===== config.mk =====
export PLATFORM = sky130hd
export DESIGN_NAME = feedback_pulse_monitor_flat
export DESIGN_NICKNAME = d
export VERILOG_FILES = /design/src/rtl/feedback_pulse_monitor_if.sv /design/src/rtl/feedback_pulse_monitor.sv /design/src/flat_wrapper.sv
export SDC_FILE = /design/constraint.sdc
export NUM_CORES = 1
export LEC_CHECK = 0
export BUFFER_PORTS_ARGS = -buffer_cell sky130_fd_sc_hd__buf_2
export CAP_MARGIN = 20
export CORE_MARGIN = 2
export CORE_UTILIZATION = 64
export CTS_BUF_LIST = sky130_fd_sc_hd__clkbuf_8
export DETAILED_ROUTE_END_ITERATION = 10
export PLACE_DENSITY = 0.84
export SYNTH_ARGS = -nofsm -noshare
export SYNTH_HDL_FRONTEND = slang
export SYNTH_SLANG_ARGS = --single-unit

===== constraint.sdc =====
create_clock -name clk -period 8.6 [get_ports clk]
set_input_delay 1.29 -clock clk [delete_from_list [all_inputs] [get_ports clk]]
set_output_delay 1.29 -clock clk [all_outputs]
set_load 0.02 [all_outputs]

===== src/rtl/feedback_pulse_monitor_if.sv =====
// Record stream from the pulse monitor to the readout side.
// master drives record_data/record_valid, slave drives record_ready.
interface feedback_pulse_monitor_if #(
  parameter int counterBitSize = 32
);
  logic [2*counterBitSize-1:0] record_data;
  logic                        record_valid;
  logic                        record_ready;

  modport master (
    output record_data,
    output record_valid,
    input  record_ready
  );

  modport slave (
    input  record_data,
    input  record_valid,
    output record_ready
  );
endinterface


===== src/rtl/feedback_pulse_monitor.sv =====
// Measures width and start-to-start interval of every active pulse on the
// feedback value and queues {interval, width} records in a show-ahead FIFO.
// Ports: clk, reset (sync, high), enable, feedbackValue, activeValue,
//   rec (record_data/valid/ready), pulseCount, overflowCount, fifoLevel.
module feedback_pulse_monitor #(
  parameter int valueBitSize   = 16,
  parameter int counterBitSize = 32,
  parameter int fifoDepth      = 16
) (
  input  logic                             clk,
  input  logic                             reset,
  input  logic                             enable,
  input  logic [valueBitSize-1:0]          feedbackValue,
  input  logic [valueBitSize-1:0]          activeValue,
  feedback_pulse_monitor_if.master         rec,
  output logic [counterBitSize-1:0]        pulseCount,
  output logic [15:0]                      overflowCount,
  output logic [$clog2(fifoDepth+1)-1:0]   fifoLevel
);
  localparam int CW = counterBitSize;
  localparam int RW = 2 * counterBitSize;
  localparam int AW = $clog2(fifoDepth);
  localparam int LW = $clog2(fifoDepth + 1);

  typedef enum logic [1:0] {
    s_noRef = 2'd0,
    s_high  = 2'd1,
    s_low   = 2'd2
  } state_t;

  function automatic logic [CW-1:0] satInc(input logic [CW-1:0] x);
    return (&x) ? x : x + CW'(1);
  endfunction

  state_t          state_q, state_d;
  logic            act_q, actPrev_q, en_q;
  logic [CW-1:0]   width_q, width_d;
  logic [CW-1:0]   interval_q, interval_d;
  logic [CW-1:0]   saved_q, saved_d;
  logic            first_q, first_d;
  logic [CW-1:0]   pulse_q, pulse_d;
  logic [15:0]     ovf_q, ovf_d;
  logic [AW-1:0]   wrPtr_q, rdPtr_q;
  logic [LW-1:0]   level_q;
  logic [RW-1:0]   mem [fifoDepth];

  logic          rise, fall;
  logic          push, pop, full, wr;
  logic [RW-1:0] pushData;

  assign rise = act_q & ~actPrev_q;
  assign fall = ~act_q & actPrev_q;

  // en_q is aligned with act_q so a fall caused by enable is recognised
  // in the same cycle the fall itself is seen.
  always_ff @(posedge clk) begin
    if (reset) begin
      state_q    <= s_noRef;
      act_q      <= 1'b0;
      actPrev_q  <= 1'b0;
      en_q       <= 1'b0;
      width_q    <= '0;
      interval_q <= '0;
      saved_q    <= '0;
      first_q    <= 1'b0;
      pulse_q    <= '0;
      ovf_q      <= '0;
    end else begin
      state_q    <= state_d;
      act_q      <= enable && (feedbackValue == activeValue);
      actPrev_q  <= act_q;
      en_q       <= enable;
      width_q    <= width_d;
      interval_q <= interval_d;
      saved_q    <= saved_d;
      first_q    <= first_d;
      pulse_q    <= pulse_d;
      ovf_q      <= ovf_d;
    end
  end

  always_comb begin
    state_d = state_q;
    unique case (state_q)
      s_noRef: if (rise) state_d = s_high;
      s_high:  if (fall) state_d = en_q ? s_low : s_noRef;
      s_low: begin
        if (!en_q)     state_d = s_noRef;
        else if (rise) state_d = s_high;
      end
      default: state_d = s_noRef;
    endcase
  end

  always_comb begin
    width_d    = width_q;
    interval_d = interval_q;
    saved_d    = saved_q;
    first_d    = first_q;
    pulse_d    = pulse_q;
    push       = 1'b0;
    pushData   = {(first_q ? '0 : saved_q), width_q};
    unique case (state_q)
      s_noRef: begin
        if (rise) begin
          width_d    = CW'(1);
          interval_d = CW'(1);
          first_d    = 1'b1;
        end
      end
      s_high: begin
        interval_d = satInc(interval_q);
        if (act_q) width_d = satInc(width_q);
        if (fall) begin
          push    = 1'b1;
          pulse_d = satInc(pulse_q);
        end
      end
      s_low: begin
        interval_d = satInc(interval_q);
        if (rise) begin
          saved_d    = interval_q;
          interval_d = CW'(1);
          width_d    = CW'(1);
          first_d    = 1'b0;
        end
      end
      default: ;
    endcase
  end

  // A pop in the same cycle frees the slot, so a push at full is kept.
  assign full = (level_q == LW'(fifoDepth));
  assign pop  = rec.record_valid && rec.record_ready;
  assign wr   = push && (!full || pop);

  always_comb begin
    ovf_d = ovf_q;
    if (push && full && !pop && !(&ovf_q)) ovf_d = ovf_q + 16'd1;
  end

  always_ff @(posedge clk) begin
    if (reset) begin
      wrPtr_q <= '0;
      rdPtr_q <= '0;
      level_q <= '0;
    end else begin
      if (wr)  wrPtr_q <= wrPtr_q + AW'(1);
      if (pop) rdPtr_q <= rdPtr_q + AW'(1);
      if (wr && !pop)      level_q <= level_q + LW'(1);
      else if (!wr && pop) level_q <= level_q - LW'(1);
    end
  end

  always_ff @(posedge clk) begin
    if (wr) mem[wrPtr_q] <= pushData;
  end

  assign rec.record_valid = (level_q != '0);
  assign rec.record_data  = rec.record_valid ? mem[rdPtr_q] : '0;
  assign pulseCount       = pulse_q;
  assign overflowCount    = ovf_q;
  assign fifoLevel        = level_q;
endmodule


===== src/flat_wrapper.sv =====
// flat-port wrapper written by rule: the top's interface ports become plain ports
module feedback_pulse_monitor_flat 
#(
  parameter int valueBitSize   = 16,
  parameter int counterBitSize = 32,
  parameter int fifoDepth      = 16
)
  (clk, reset, enable, feedbackValue, activeValue, pulseCount, overflowCount, fifoLevel, rec_record_data, rec_record_valid, rec_record_ready);
  feedback_pulse_monitor_if #(.counterBitSize(counterBitSize)) rec_i ();
  input  logic clk;
  input  logic reset;
  input  logic enable;
  input  logic [valueBitSize-1:0] feedbackValue;
  input  logic [valueBitSize-1:0] activeValue;
  output logic [counterBitSize-1:0] pulseCount;
  output logic [15:0] overflowCount;
  output logic [$clog2(fifoDepth+1)-1:0] fifoLevel;
  output wire logic [$bits(rec_i.record_data)-1:0] rec_record_data;
  output wire logic [$bits(rec_i.record_valid)-1:0] rec_record_valid;
  input wire logic [$bits(rec_i.record_ready)-1:0] rec_record_ready;
  assign rec_record_data = rec_i.record_data;
  assign rec_record_valid = rec_i.record_valid;
  assign rec_i.record_ready = rec_record_ready;
  feedback_pulse_monitor #(.valueBitSize(valueBitSize), .counterBitSize(counterBitSize), .fifoDepth(fifoDepth)) u_core (.clk(clk), .reset(reset), .enable(enable), .feedbackValue(feedbackValue), .activeValue(activeValue), .rec(rec_i), .pulseCount(pulseCount), .overflowCount(overflowCount), .fifoLevel(fifoLevel));
endmodule

==> metrics <==
Post-synth EDFFs 1024; CP Cell Sequence ha_1 -> nand3b_1 -> a21oi_1 -> nand2_1 -> nor2_4 -> buf_4; global route overflow 0; placed cells 3583; total CTS buffers 175; root buffer cell clkbuf_8; worst skew pair latency 820 ps; Starting Density 64.8%; vias 26500; Worst Skew 32.3 ps; Max Freq 187 MHz; die footprint 0.0763 mm²; CP Class reg -> reg; clk slew on worst S/H paths 60 ps; Worst VDD drop 0.203 mV; Tmin final 5340 ps; final hold violations 0; CP Buf/Inv Count 1; synth top area cells edfxtp_1, mux4_2, dfxtp_1, a21oi_1, and2_1; CP endpoint kind flip-flop; H-tree levels 4; most area-hungry cell type in the Yosys netlist edfxtp_1; share of cells above drive strength 1 27.0%; DRT Pass-1 Iters 6; global placement routability congestion 0.861; HP Class reg -> reg; CTS tree yes; register area 0.0341 mm²; leak pwr 17.8 nW; synth unique cells 72; vias in the first global route 26700; Bufs on Longest Clock Path 3; IO Count 154; CP Data Required Time 9010 ps; Multi-input gate area 0.0128 mm²; Arr. time, crit path 5750 ps; Post-CTS Setup Bufs 0; syn nets 2620; first-pass GRT wire length 162 mm; Crit-path slowest cell a21oi_1; setup TNS 0 ps; Largest delay share family, worst path simple AND/OR/NAND/NOR gates; Synth Instances 2565; period utilisation layout 62.1%; Resize count post-CTS 0; area share of the largest cell type after synthesis 64.8%; wire length per cell 27.4 µm; crit-path max FO 42; Netlist Area Pre-Place 0.0474 mm²; Crit path largest cell delay 960 ps; PortBufs 153; vias per cell 6.75; Detail Route Antenna Nets 0; WL final 107 mm; Die Wd 276 µm; DP HPWL 57.7 mm; hold_buf cts 0; area of the core 0.0732 mm²; DRC 0; run status completed; Synth async-reset ratio 0%; Ys Warns 0; worst-margin pin slew 1150 ps; post-synthesis sequential area ratio 71.9%; worst relative slew slack 23.4%; Synth Register Bits 1191; initial antenna violation count 4; Rows 99; synthesis-to-layout area growth 11.3%; Max Cap Viol 0; Initial DRC Count 3732; PD cells 234 mW/mm²; largest net degree at the start of global routing 168; Post-Syn Area per Cell 18.5 µm²; Core Util, Final 72.1%; Final nets 2874; Synth Flop Type edfxtp_1; startpoint types flip-flop; Slew Limit Fails 0; DIE HEIGHT 276 µm; Final setup viols 0; fill count 3936; GR Util All Layers 28.3%; Finished Layout Cells 3921; RSZ-0062 raised after global routing no; CTS Sinks 1191
## area by class of cell
type	count	share of cell area (%)
Tap cell	959	2.27
Clock inverter	137	1.30
Sequential cell	1191	64.6
Antenna cell	2	0.00948
Timing Repair Buffer	210	2.63
Clock buffer	181	4.72
Multi-Input combinational cell	1215	24.3
Inverter	26	0.185
## through the flow
stage               worst slack (ps)  hold slack, ps  area (µm²)  power [mW]
floorplan                       1630             432       47400        7.78
global placement                3620             441       49300        8.30
detailed placement              3350             442       49400        8.34
CTS                             2950             451       52500        12.4
global route                    3100             480       52800        12.8
finish                          3260             458       52800        12.3
## synth_stat cells (8+ instances only)
cell and count:
o31ai_1 36, and3_1 15, nand2_1 115, xor2_1 8, a31oi_1 8, mux4_2 320, or4_1 34, edfxtp_1 1024
dfxtp_1 167, clkbuf_1 89, nor2_1 74, inv_1 25, nand4_1 39, xnor2_1 34, buf_2 25, nor3_1 23
ha_1 18, and2_1 71, mux2_2 8, or3_1 35, nor2b_1 47, o21ai_0 39, buf_1 15, and4_1 13
nor4_1 13, a21oi_1 123, nand3_1 50
## cell families after synthesis
group,share of synthesized area (%)
adder cells (fa/ha/maj),0.517
AND/OR/NAND/NOR,6.82
multiplexers,15.5
buffers and inverters,1.37
AO/OA/AOI/OAI,3.17
XOR/XNOR,0.776
flip-flops,71.9
## worst paths after layout
kind         slack (ps)  depth (start not counted)            endpoint               from
min reg2reg         460                          2   u_core.saved_q[0]  u_core.saved_q[0]
max reg2reg        3260                          6  u_core.mem[11][11]  u_core.state_q[0]
max                3260                          6  u_core.mem[11][11]  u_core.state_q[0]
min                 460                          2   u_core.saved_q[0]  u_core.saved_q[0]
## layer usage
metal / vias up / GRT usage [%] / share of wire [%]
li1: 11000 / - / -
met4: 0 / 9.65 / 2.6
met3: 231 / 5.90 / 10
met5: - / 0 / 0
met2: 1810 / 45.2 / 49
met1: 13400 / 39.8 / 38
## layout by cell type, fill, tap and decap left out, types with 6 or more instances in the layout
| master | Yosys | final |
|---|---|---|
| or4_1 | 34 | 34 |
| clkinvlp_4 | 0 | 8 |
| clkinv_1 | 1 | 34 |
| nor2b_1 | 47 | 47 |
| a31oi_1 | 8 | 8 |
| and2_1 | 71 | 71 |
| or3_1 | 35 | 35 |
| xnor2_1 | 34 | 34 |
| mux4_2 | 320 | 320 |
| nand2b_1 | 7 | 6 |
| nand4_1 | 39 | 39 |
| and3_1 | 15 | 15 |
| nand2_1 | 115 | 115 |
| and4_1 | 13 | 13 |
| nor4_1 | 13 | 13 |
| mux2_2 | 8 | 8 |
| edfxtp_1 | 1024 | 1024 |
| dfxtp_1 | 167 | 163 |
| nor2_1 | 74 | 62 |
| inv_1 | 25 | 91 |
| o41ai_1 | 7 | 7 |
| buf_2 | 25 | 152 |
| nand3b_1 | 7 | 7 |
| nand3_1 | 50 | 50 |
| o21ai_0 | 39 | 39 |
| xor2_1 | 8 | 8 |
| buf_4 | 2 | 43 |
| a21oi_1 | 123 | 123 |
| clkinv_2 | 0 | 21 |
| nor2_4 | 0 | 12 |
| o2111ai_1 | 7 | 7 |
| clkbuf_8 | 0 | 183 |
| o31ai_1 | 36 | 35 |
| ha_1 | 18 | 18 |
| nor3_1 | 23 | 19 |
## worst reg2reg max path: cells and delay by family (launching register included)
kind | cells | cell delay (ps)
buf+inv | 1 | 820
flops | 1 | 590
simple gates | 3 | 2070
compound gates | 1 | 970
fa+ha+maj | 1 | 460
## sequential cells by signal, indices dropped and copies added (netlist names), named ones only
name	flops
u_core.mem	1024
u_core.interval_q	32
u_core.pulseCount	32
u_core.saved_q	32
u_core.width_q	32
u_core.overflowCount	16
u_core.fifoLevel	5
u_core.rdPtr_q	4
u_core.wrPtr_q	4
u_core.state_q	2
u_core.actPrev_q	1
u_core.act_q	1
u_core.en_q	1
u_core.first_q	1
## power breakdown
part,leakage [nW],total [mW],switching [mW],internal [mW]
combinational,4.20,1.96,1.06,0.896
clock,1.86,4.15,2.10,2.05
sequential,11.7,6.23,0.0392,6.19
No activity file was read; power rests on OpenSTA's default activity.
